===== src/rtl/riscv_pkg.sv =====
// Shared core package: machine width, opcodes and the fetch bundle.
// Imported by every pipeline stage.
package riscv_pkg;

  localparam int XLEN = 32;

  localparam logic [XLEN-1:0] NOP_INSTR = 32'h0000_0013;

  localparam logic [6:0] OPC_LOAD   = 7'h03;
  localparam logic [6:0] OPC_OP_IMM = 7'h13;
  localparam logic [6:0] OPC_AUIPC  = 7'h17;
  localparam logic [6:0] OPC_STORE  = 7'h23;
  localparam logic [6:0] OPC_OP     = 7'h33;
  localparam logic [6:0] OPC_LUI    = 7'h37;
  localparam logic [6:0] OPC_BRANCH = 7'h63;
  localparam logic [6:0] OPC_JALR   = 7'h67;
  localparam logic [6:0] OPC_JAL    = 7'h6f;
  localparam logic [6:0] OPC_SYSTEM = 7'h73;

  typedef struct packed {
    logic [XLEN-1:0] instr;
    logic [XLEN-1:0] pc;
  } fetch_entry_t;

endpackage


===== src/rtl/fetch_fifo.sv =====
// Instruction buffer between imem responses and decode.
// Head is held in a register so it stays put once the buffer drains.
module fetch_fifo
  import riscv_pkg::*;
#(
  parameter int DEPTH = 2,
  localparam int AW = $clog2(DEPTH),
  localparam int CW = AW + 1
) (
  input  logic         clk,
  input  logic         rst_n,
  input  logic         flush,
  input  logic         push,
  input  fetch_entry_t wdata,
  input  logic         pop,
  output fetch_entry_t head,
  output logic [CW-1:0] count
);

  fetch_entry_t mem [DEPTH];

  logic [AW-1:0] rd;
  logic [AW-1:0] wr;
  logic [AW-1:0] rd_nxt;
  logic [CW-1:0] rem;
  logic [CW-1:0] cnt_nxt;
  logic          do_pop;
  fetch_entry_t  head_nxt;

  always_comb begin
    do_pop   = pop && (count != '0);
    rd_nxt   = rd + AW'(do_pop);
    rem      = count - CW'(do_pop);
    cnt_nxt  = rem + CW'(push);
    // an entry written into an empty buffer becomes the head directly
    head_nxt = (rem == '0) ? wdata : mem[rd_nxt];
  end

  always_ff @(posedge clk) begin
    if (push && !flush) begin
      mem[wr] <= wdata;
    end
  end

  always_ff @(posedge clk or negedge rst_n) begin
    if (!rst_n) begin
      rd    <= '0;
      wr    <= '0;
      count <= '0;
      head  <= '{instr: NOP_INSTR, pc: '0};
    end else if (flush) begin
      rd    <= '0;
      wr    <= '0;
      count <= '0;
    end else begin
      if (push) begin
        wr <= wr + AW'(1);
      end
      rd    <= rd_nxt;
      count <= cnt_nxt;
      if (cnt_nxt != '0) begin
        head <= head_nxt;
      end
    end
  end

  a_no_overflow: assert property (
    @(posedge clk) disable iff (!rst_n)
    !(push && !flush && (count == CW'(DEPTH)))
  );

endmodule


===== src/rtl/instr_fetch.sv =====
// Fetch unit: owns the PC, issues credit-limited imem reads and
// streams returned words to decode, dropping fetches killed by redirects.
module instr_fetch
  import riscv_pkg::*;
#(
  parameter logic [XLEN-1:0] RESET_PC   = 32'h0000_0000,
  parameter int              FIFO_DEPTH = 2
) (
  input  logic            clk,
  input  logic            rst_n,
  output logic            imem_req_valid,
  input  logic            imem_req_ready,
  output logic [XLEN-1:0] imem_req_addr,
  input  logic            imem_rsp_valid,
  input  logic [XLEN-1:0] imem_rsp_data,
  output logic            instr_valid,
  input  logic            instr_ready,
  output logic [XLEN-1:0] instr,
  output logic [XLEN-1:0] instr_pc,
  input  logic            redirect_valid,
  input  logic [XLEN-1:0] redirect_pc
);

  localparam int AW = $clog2(FIFO_DEPTH);
  localparam int CW = AW + 1;
  localparam int UW = CW + 1;

  logic [XLEN-1:0] pc;
  logic [XLEN-1:0] tags [FIFO_DEPTH];
  logic [AW-1:0]   twr;
  logic [AW-1:0]   trd;
  logic [CW-1:0]   outst;
  logic [CW-1:0]   outst_nxt;
  logic [CW-1:0]   discard;
  logic [CW-1:0]   fcount;
  logic [UW-1:0]   used;
  logic            req_fire;
  logic            pop;
  logic            keep;
  fetch_entry_t    head;
  fetch_entry_t    wentry;

  assign instr_valid   = (fcount != '0);
  assign instr         = head.instr;
  assign instr_pc      = head.pc;
  assign imem_req_addr = pc;
  assign pop           = instr_valid && instr_ready;

  always_comb begin
    // a slot freed by this cycle's pop is reusable: no response
    // to a new request can land before the next cycle
    used = UW'(fcount) + UW'(outst) - UW'(pop);
    imem_req_valid = rst_n && (used < UW'(FIFO_DEPTH));
    req_fire  = imem_req_valid && imem_req_ready;
    keep      = imem_rsp_valid && (discard == '0) && !redirect_valid;
    outst_nxt = outst + CW'(req_fire) - CW'(imem_rsp_valid);
    wentry    = '{instr: imem_rsp_data, pc: tags[trd]};
  end

  always_ff @(posedge clk) begin
    if (req_fire) begin
      tags[twr] <= pc;
    end
  end

  always_ff @(posedge clk or negedge rst_n) begin
    if (!rst_n) begin
      pc      <= RESET_PC;
      twr     <= '0;
      trd     <= '0;
      outst   <= '0;
      discard <= '0;
    end else begin
      if (req_fire) begin
        twr <= twr + AW'(1);
      end
      if (imem_rsp_valid) begin
        trd <= trd + AW'(1);
      end
      outst <= outst_nxt;
      if (redirect_valid) begin
        pc      <= {redirect_pc[XLEN-1:2], 2'b00};
        discard <= outst_nxt;
      end else begin
        if (req_fire) begin
          pc <= pc + 32'd4;
        end
        if (imem_rsp_valid && (discard != '0)) begin
          discard <= discard - CW'(1);
        end
      end
    end
  end

  fetch_fifo #(
    .DEPTH (FIFO_DEPTH)
  ) u_fifo (
    .clk   (clk),
    .rst_n (rst_n),
    .flush (redirect_valid),
    .push  (keep),
    .wdata (wentry),
    .pop   (pop),
    .head  (head),
    .count (fcount)
  );

  a_rsp_expected: assert property (
    @(posedge clk) disable iff (!rst_n)
    imem_rsp_valid |-> (outst != '0)
  );

  a_credit_bound: assert property (
    @(posedge clk) disable iff (!rst_n)
    (UW'(fcount) + UW'(outst)) <= UW'(FIFO_DEPTH)
  );

  a_discard_bound: assert property (
    @(posedge clk) disable iff (!rst_n)
    discard <= outst
  );

endmodule


===== config.mk =====
export PLATFORM = sky130hd
export DESIGN_NAME = instr_fetch
export DESIGN_NICKNAME = d
export VERILOG_FILES = /design/src/rtl/riscv_pkg.sv /design/src/rtl/fetch_fifo.sv /design/src/rtl/instr_fetch.sv
export SDC_FILE = /design/constraint.sdc
export NUM_CORES = 1
export LEC_CHECK = 0
export CORE_ASPECT_RATIO = 2
export CORE_MARGIN = 8
export CORE_UTILIZATION = 45
export CTS_CLUSTER_DIAMETER = 150
export DETAILED_ROUTE_END_ITERATION = 10
export HOLD_SLACK_MARGIN = 0.15
export PLACE_DENSITY = 0.75
export SLEW_MARGIN = 0
export SYNTH_ARGS = -nofsm -noshare
export SYNTH_HDL_FRONTEND = slang
export SYNTH_SLANG_ARGS = --single-unit

===== constraint.sdc =====
create_clock -name clk -period 5.9 [get_ports clk]
set_clock_uncertainty 0.05 [all_clocks]
set_input_delay 0.59 -clock clk [delete_from_list [all_inputs] [get_ports clk]]
set_output_delay 0.59 -clock clk [all_outputs]
set_load 0.05 [all_outputs]

==> impl_summary.txt, run 1 <==
----------------------------------------------------
[Worst setup path]
  Worst path slowest cell ... sky130_fd_sc_hd__clkdlybuf4s50_1
  Crit path top cell by count ... sky130_fd_sc_hd__inv_1
  Register-to-register path setup slack ... 1.71 ns
  Critical path fanouts, max ... 10
  Type of the worst setup path ... flip-flop to primary output
  Type of element launching the critical path ... flip-flop
  Data required time of the worst path ... 5.26 ns
  Highest cell delay on the worst timing path ... ~0.81 ns
  Count of buffer and inverter cells on the critical path ... 3
  Nature of the critical path endpoint ... primary output
  Data arrival time of the critical path ... between 3 and 4 ns
  Largest delay contributor family on the critical path ... buffers and inverters
  Cell-by-cell listing of the critical path ... o21ai_1, inv_1, ha_1, inv_1, nand2_1, fa_1, xor2_2, and3_1, clkdlybuf4s50_1

[Global route]
  Total global-route track usage ... approximately 16%
  Global routing's busiest layer ... met2
  Largest net degree at the start of global routing ... 85
  GR Layer Usage met2 ... between 20 and 30%
  Number of global-route vias before repair ... 8295
  Fraction of met3 tracks used by global routing ... 2.84%
  Global-route track usage on met1 ... between 10% and 20%
  First-pass GRT wire length ... 43400 um
  Initial antenna violation count ... 0
  Total congestion overflow ... 0

[Floorplan]
  Initial Utilization ... 45.3%
  Core area ... 26700 um^2
  Number of rows created at floorplan ... 85
  Count of pins on the block boundary ... 168
  Die Height ... roughly 250 um
  Horizontal die dimension ... approximately 130 um
  Die ar. ... 32700 um^2

[STA]
  FMAX ... 0.218 GHz
  Min Clock Period, post-route ... 4.58 ns
  Number of max-slew violations in the final report ... 0
  Final setup TNS ... 0 ns
  Setup repair after global routing missed its margin ... false
  Transition at the pin with the smallest max-transition slack ... 1.00 ns
  Max-slew headroom at the worst pin ... 33.2%
  Period Utilization, post-route ... 77.7%
  Setup Viol. Count Final ... 0
  Final Hold Viols ... 0

[Synth]
  Synth top area share ... 45.6%
  Cell taking the most area after synthesis ... sky130_fd_sc_hd__edfxtp_1
  Leading cell types by count after synthesis ... 184 x sky130_fd_sc_hd__edfxtp_1, 99 x sky130_fd_sc_hd__dfrtp_1, 93 x sky130_fd_sc_hd__a21oi_1
  Post-synthesis sequential element count ... 286
  Post-Syn Instances ... 885
  Post-synth EDFFs ... 184
  Syn_area_per_cell ... 13.7 um^2
  Post-synthesis instance area ... 12100 um^2
  Synth cell types ... 50
  Proportion of synthesized flip-flops having asynchronous set or reset ... 35.7%
  Share of synthesized area occupied by flip-flops and latches ... 66.8%
  Synthesis warning total ... 0
  Top flip-flop cell by instance count after synthesis ... sky130_fd_sc_hd__edfxtp_1
  Cell with the most instances after synthesis ... sky130_fd_sc_hd__edfxtp_1
  Top cells by area, synth ... sky130_fd_sc_hd__edfxtp_1 46%, sky130_fd_sc_hd__dfrtp_1 20%, sky130_fd_sc_hd__mux2i_1 5.2%

[Pwr]
  Peak VDD IR ... 0.577 mV
  Power per cell area ... 586 nW/um^2
  Final Total Pwr ... 0.00867 W
  Leakage power ... about 5.6 nW

[CTS]
  Clk slew on worst S/H paths ... 0.07 ns
  CTS sink cnt ... 286
  CTS Root Buffer Type ... sky130_fd_sc_hd__clkbuf_16
  CTS buffer count ... 24
  Count of instances resized after the clock tree is built ... 0
  Depth of the CTS H-tree ... 1
  Clock tree from TritonCTS ... built
  Clock latency reported for the late side of the worst-skew pair ... 0.53 ns
  Number of buffers on the longest clock path ... 3

[Routing]
  Avg Vias per Cell ... about 5.7
  Final ANT Viol Nets ... 0
  Post-route DRC violation count ... 0
  Drt first-iter violations ... 429
  Wire length per cell after detailed routing ... 19.6 um
  First-pass iteration count of the detailed router ... 5
  Count of vias placed by the detailed router ... ~8000
  Sum of routed wire length over all layers ... 27300 um

[Finish]
  Number of inserted filler cells in the final layout ... 2141
  Fraction of layout cells with a size suffix above 1 ... 13.2%
  Area growth from synthesis to layout ... 22.4%
  Final net count ... about 1100
  Antenna cells ... 0
  Count of non-filler cells in the finished layout ... 1397

[Placed design]
  Number of placed instances with taps included ... approximately 1400
  Count of port buffers added during placement ... between 150 and 200
  Final weighted congestion in routability-driven placement ... 0.822
  Final HPWL DP ... 17700 um

[Status]
  Result of the run ... finished clean

[Min path]
  Hold WC Path Type ... flip-flop to flip-flop

[Run]
  Max-Cap Viols ... 0

----------------------------------------------------
-- cell type report --
type / count / area (um^2) / area share (%)
tap: 348 / 435 / 2.94
timing repair buffer: 177 / 1730 / 11.7
multi-input combinational: 529 / 3750 / 25.3
clock buffer: 36 / 686 / 4.63
sequential: 286 / 8080 / 54.6
clock inverter: 8 / 78.8 / 0.532
inverter: 13 / 48.8 / 0.329
-- cell usage in the layout, fill, tap and decap left out, types with 4 or more instances in the layout --
cell                              count
sky130_fd_sc_hd__xnor2_1             11
sky130_fd_sc_hd__o21ai_0             14
sky130_fd_sc_hd__clkdlybuf4s50_1    160
sky130_fd_sc_hd__ha_1                 7
sky130_fd_sc_hd__dfrtp_1             99
sky130_fd_sc_hd__nor2_1              26
sky130_fd_sc_hd__and3_1               6
sky130_fd_sc_hd__nand3_1             11
sky130_fd_sc_hd__mux2_2              30
sky130_fd_sc_hd__clkbuf_8             4
sky130_fd_sc_hd__o221ai_1            22
sky130_fd_sc_hd__or3b_2              30
sky130_fd_sc_hd__clkbuf_16           24
sky130_fd_sc_hd__a31oi_1             19
sky130_fd_sc_hd__nand4_1             10
sky130_fd_sc_hd__nand2_1             88
sky130_fd_sc_hd__xor2_1               4
sky130_fd_sc_hd__o221ai_2            10
sky130_fd_sc_hd__buf_4               16
sky130_fd_sc_hd__conb_1               4
sky130_fd_sc_hd__a21oi_1             93
sky130_fd_sc_hd__clkbuf_1             8
sky130_fd_sc_hd__and4_1               6
sky130_fd_sc_hd__mux2i_1             63
sky130_fd_sc_hd__or4_1               19
sky130_fd_sc_hd__o31ai_1             16
sky130_fd_sc_hd__inv_1               12
sky130_fd_sc_hd__edfxtp_1           184
-- stage by stage --
step / util (%) / setup slack [ns] / area [um^2] / hold slack [ns]
after detailed placement: 52.6 / 1.32 / 14000 / 0.430
after CTS: 55.5 / 1.29 / 14800 / 0.447
final: 55.5 / 1.32 / 14800 / 0.440
after floorplan: - / 0.0230 / 12100 / 0.244
after global placement: 52.6 / 1.38 / 14000 / 0.417
after global routing: 55.5 / 1.09 / 14800 / 0.473
-- metal layers --
layer	share of wire (%)	vias to the layer above	routed length, um
li1	-	3645	-
met1	42	3971	11400
met2	51	249	14000
met3	5.3	29	1440
met4	1.7	0	471
met5	0	-	0
-- kinds of logic (layout without fill, tap and decap cells) --
| family | Yosys count | in the layout | synth area share, % |
|---|---|---|---|
| DFF | 286 | 286 | 66.8 |
| and+or+nand+nor | 224 | 224 | 10.3 |
| AOI/OAI and AO/OA | 181 | 181 | 9.70 |
| muxes | 93 | 93 | 8.00 |
| buffers and inverters | 73 | 234 | 2.73 |
| xor gates and xnor gates | 19 | 19 | 1.61 |
| adders and majority gates | 8 | 8 | 0.889 |
| other | 1 | 4 | 0.0310 |
-- worst paths after layout --
kind	end	cells past startpoint	startpoint
setup / recovery	imem_req_valid	9	u_fifo.count[1]$_DFF_PN0_
hold / removal	u_fifo.head[40]$_DFFE_PN0P_	2	u_fifo.head[40]$_DFFE_PN0P_
setup reg to reg	u_fifo.head[6]$_DFFE_PN0P_	11	u_fifo.count[1]$_DFF_PN0_
hold reg to reg	u_fifo.head[40]$_DFFE_PN0P_	2	u_fifo.head[40]$_DFFE_PN0P_
max in group asynchronous	imem_req_addr[8]$_DFFE_PN0P_	3	rst_n
min in group asynchronous	u_fifo.head[7]$_DFFE_PN0P_	2	rst_n
-- flip-flops by register name (all words and copies together), names as in the netlist --
| register | cells |
|---|---|
| trd | 1 |
| u_fifo.count | 2 |
| u_fifo.wr | 1 |
| u_fifo.mem | 124 |
| outst | 2 |
| imem_req_addr | 30 |
| tags | 60 |
| u_fifo.rd | 1 |
| discard | 2 |
| twr | 1 |
| u_fifo.head | 62 |
-- report_power, final --
part | internal (W) | switching, W | total (W)
Combinational | 0.00152 | 0.00272 | 0.00423
Sequential | 0.00265 | 0.000255 | 0.00291
Clock | 0.000852 | 0.000682 | 0.00153
Total | 0.00502 | 0.00365 | 0.00867
-- worst reg2reg max path: cells and delay by family, from the launching register on --
family          cells  cell delay (ns)
flops               1             0.42
compound gates      3             1.42
buf+inv             4             1.21
fa+ha+maj           2             0.52
xor+xnor            1             0.18
mux                 1             0.28
-- what timing repair did --
action,4_1_cts,5_1_grt
hold buffers,1,0
setup buffers,0,0
hold endpoints to repair,36,0
(Power assumes the default switching activity.)
==> run 2, diff against run 1 <==
PLACE_DENSITY = 0.77   (was 0.75)
clock period = 4.2 ns   (was 5.9 ns; I/O delays follow)
==> run 2 against run 1 <==
Utilization increased by 0.49 points. Sequential power grew 41%. Critical path depth up 1. Highest routed layer unchanged. Clock-buffer cell count is 1 lower. Largest power group unchanged. Register-to-register slack worse by 0.98 ns. Die area stayed put. Non-clock buffer count rose by 6. Worst hold slack worse by 0.14 ns.
==> impl_summary.txt, run 2 (synthesis gave the netlist of run 1 again) <==
----------------------------------------------------
[Worst setup path]
  Length in cells of the worst reg-to-reg path ... 10
  Critical path fanouts, max ... 18
  Data required time of the worst path ... 4.58 ns
  Data arrival time of the critical path ... 3.85 ns
  Register-to-register path setup slack ... 0.73 ns
  Start of the worst register-to-register path ... u_fifo.count[1]$_DFF_PN0_
  Nature of the critical path endpoint ... flip-flop
  Type of element launching the critical path ... flip-flop
  R2r endpoint ... imem_req_addr[21]$_DFFE_PN0P_
  Type of the worst setup path ... flip-flop to flip-flop

[Routing]
  Drt first-iter violations ... 479
  First-pass iteration count of the detailed router ... 5
  Avg Vias per Cell ... approximately 5.7
  Final ANT Viol Nets ... 0
  Sum of routed wire length over all layers ... roughly 28000 um
  Wire length per cell after detailed routing ... 20.1 um
  Post-route DRC violation count ... 0
  Count of vias placed by the detailed router ... around 8100

[STA]
  Setup repair after global routing missed its margin ... false
  Transition at the pin with the smallest max-transition slack ... roughly 0.99 ns
  Setup Viol. Count Final ... 0
  Final Hold Viols ... 0
  Number of max-slew violations in the final report ... 0
  FMAX ... 0.288 GHz
  Final setup TNS ... 0 ns
  Hold Slack ... 0.298 ns
  Period Utilization, post-route ... approximately 83%
  Max-slew headroom at the worst pin ... 33.8%
  Final worst setup slack ... 0.734 ns
  Min Clock Period, post-route ... 3.47 ns

[Min path]
  Hold WC Path Type ... primary input to asynchronous set/reset pin

[Global route]
  Global routing's busiest layer ... met2
  GR Layer Usage met2 ... 29.7%
  Total congestion overflow ... 0
  Number of global-route vias before repair ... 8503
  Total global-route track usage ... 17.0%
  Global-route track usage on met1 ... 20.9%
  Fraction of met3 tracks used by global routing ... 3.06%
  Initial antenna violation count ... 0
  Largest net degree at the start of global routing ... 63
  First-pass GRT wire length ... 45200 um

[Finish]
  Antenna cells ... 0
  Register with the highest flop count ... u_fifo.mem
  Number of flip-flops in the largest register ... 124
  Area growth from synthesis to layout ... 23.5%
  Largest registers in the final layout ... u_fifo.mem (124), u_fifo.head (62), tags (60)
  Final net count ... ~1100
  Most frequent standard cell in the layout excluding fill and tap cells ... sky130_fd_sc_hd__edfxtp_1
  Fraction of layout cells with a size suffix above 1 ... between 10% and 20%
  Number of inserted filler cells in the final layout ... 2098
  Most frequent cells in the layout ... 184 x sky130_fd_sc_hd__edfxtp_1, 159 x sky130_fd_sc_hd__clkdlybuf4s50_1, 99 x sky130_fd_sc_hd__dfrtp_1

[CTS]
  Clock tree from TritonCTS ... built
  CTS sink cnt ... 286
  Number of buffers on the longest clock path ... 3
  CTS Root Buffer Type ... sky130_fd_sc_hd__clkbuf_16
  CTS buffer count ... 25
  Depth of the CTS H-tree ... 1
  Clock latency reported for the late side of the worst-skew pair ... 0.52 ns
  Clk slew on worst S/H paths ... 0.07 ns

[Pwr]
  Leakage power ... 5.70 nW
  Final Total Pwr ... 0.0124 W
  Power per cell area ... 831 nW/um^2
  Peak VDD IR ... around 0.66 mV

[Floorplan]
  Die Height ... 248 um
  Count of pins on the block boundary ... roughly 170
  Horizontal die dimension ... 132 um
  Number of rows created at floorplan ... 85
  Die ar. ... 32700 um^2
  Initial Utilization ... 45.3%
  Core area ... 26700 um^2

[Placed design]
  Final HPWL DP ... 18200 um
  Pre-CTS setup slack ... ~0.34 ns
  Final weighted congestion in routability-driven placement ... 0.836
  Count of port buffers added during placement ... 161

[Run]
  Max-Cap Viols ... 0

[Status]
  Result of the run ... finished clean

----------------------------------------------------
==> run 2: final cells by class <==
cell class                 count  area [um^2]  share of cell area (%)
sequential                   286         8080                    54.1
tap                          348          435                    2.91
timing repair buffer         183         1810                    12.1
clock buffer                  35          724                    4.85
multi-input combinational    529         3760                    25.1
clock inverter                10         83.8                   0.561
inverter                      13         48.8                   0.327
==> run 2: metrics by stage <==
stage               util [%]  instances  cell area, um^2
floorplan                  -        888            12100
CTS                     56.0       1404            14900
global route            56.0       1404            14900
detailed placement      52.9       1358            14100
finish                  56.0       1404            14900
global placement        52.9       1358            14100
==> run 2: worst max-delay path, cell delays in order, from the launching register on <==
cell and delay [ns]:
sky130_fd_sc_hd__dfrtp_1 0.42, sky130_fd_sc_hd__o21ai_1 0.18, sky130_fd_sc_hd__inv_1 0.07, sky130_fd_sc_hd__ha_1 0.28
sky130_fd_sc_hd__inv_1 0.08, sky130_fd_sc_hd__nand2_1 0.06, sky130_fd_sc_hd__fa_1 0.56, sky130_fd_sc_hd__and3_1 0.30
sky130_fd_sc_hd__nand3_1 0.52, sky130_fd_sc_hd__or4_1 0.66, sky130_fd_sc_hd__a31oi_1 0.20
==> run 2: repair_timing <==
| item | in CTS | in global routing |
|---|---|---|
| endpoints found under the hold margin | 19 | 0 |
| hold buffers | 1 | 0 |
| endpoints found under the setup margin | 0 | 0 |
| buffers inserted | 0 | 0 |
| gates resized for setup | 0 | 0 |
==> run 2: routing by layer <==
layer  vias up  part of all wire, %
met4         0                  2.1
met1      4064                   41
met2       308                   51
met5         -                    0
li1       3654                    -
met3        40                  6.2
==> run 2: worst max-delay path by stage <==
stage / endpoint / cells after the start / from / slack [ns]
2_1_floorplan: tags[0][10]$_DFFE_PP_ / 12 / u_fifo.count[1]$_DFF_PN0_ / 0.37
3_3_place_gp: discard[1]$_DFFE_PN0P_ / 17 / instr_ready / 0.46
3_5_place_dp: imem_req_addr[21]$_DFFE_PN0P_ / 11 / instr_ready / 0.34
4_1_cts: imem_req_addr[21]$_DFFE_PN0P_ / 10 / u_fifo.count[1]$_DFF_PN0_ / 0.72
5_1_grt: imem_req_addr[21]$_DFFE_PN0P_ / 10 / u_fifo.count[1]$_DFF_PN0_ / 0.39
6_report: imem_req_addr[21]$_DFFE_PN0P_ / 10 / u_fifo.count[1]$_DFF_PN0_ / 0.73
==> run 2: power by group <==
| group | internal [W] | switching (W) | total [W] |
|---|---|---|---|
| logic | 0.00221 | 0.00385 | 0.00607 |
| registers | 0.00373 | 0.000372 | 0.00410 |
| clock network | 0.00127 | 0.000985 | 0.00226 |
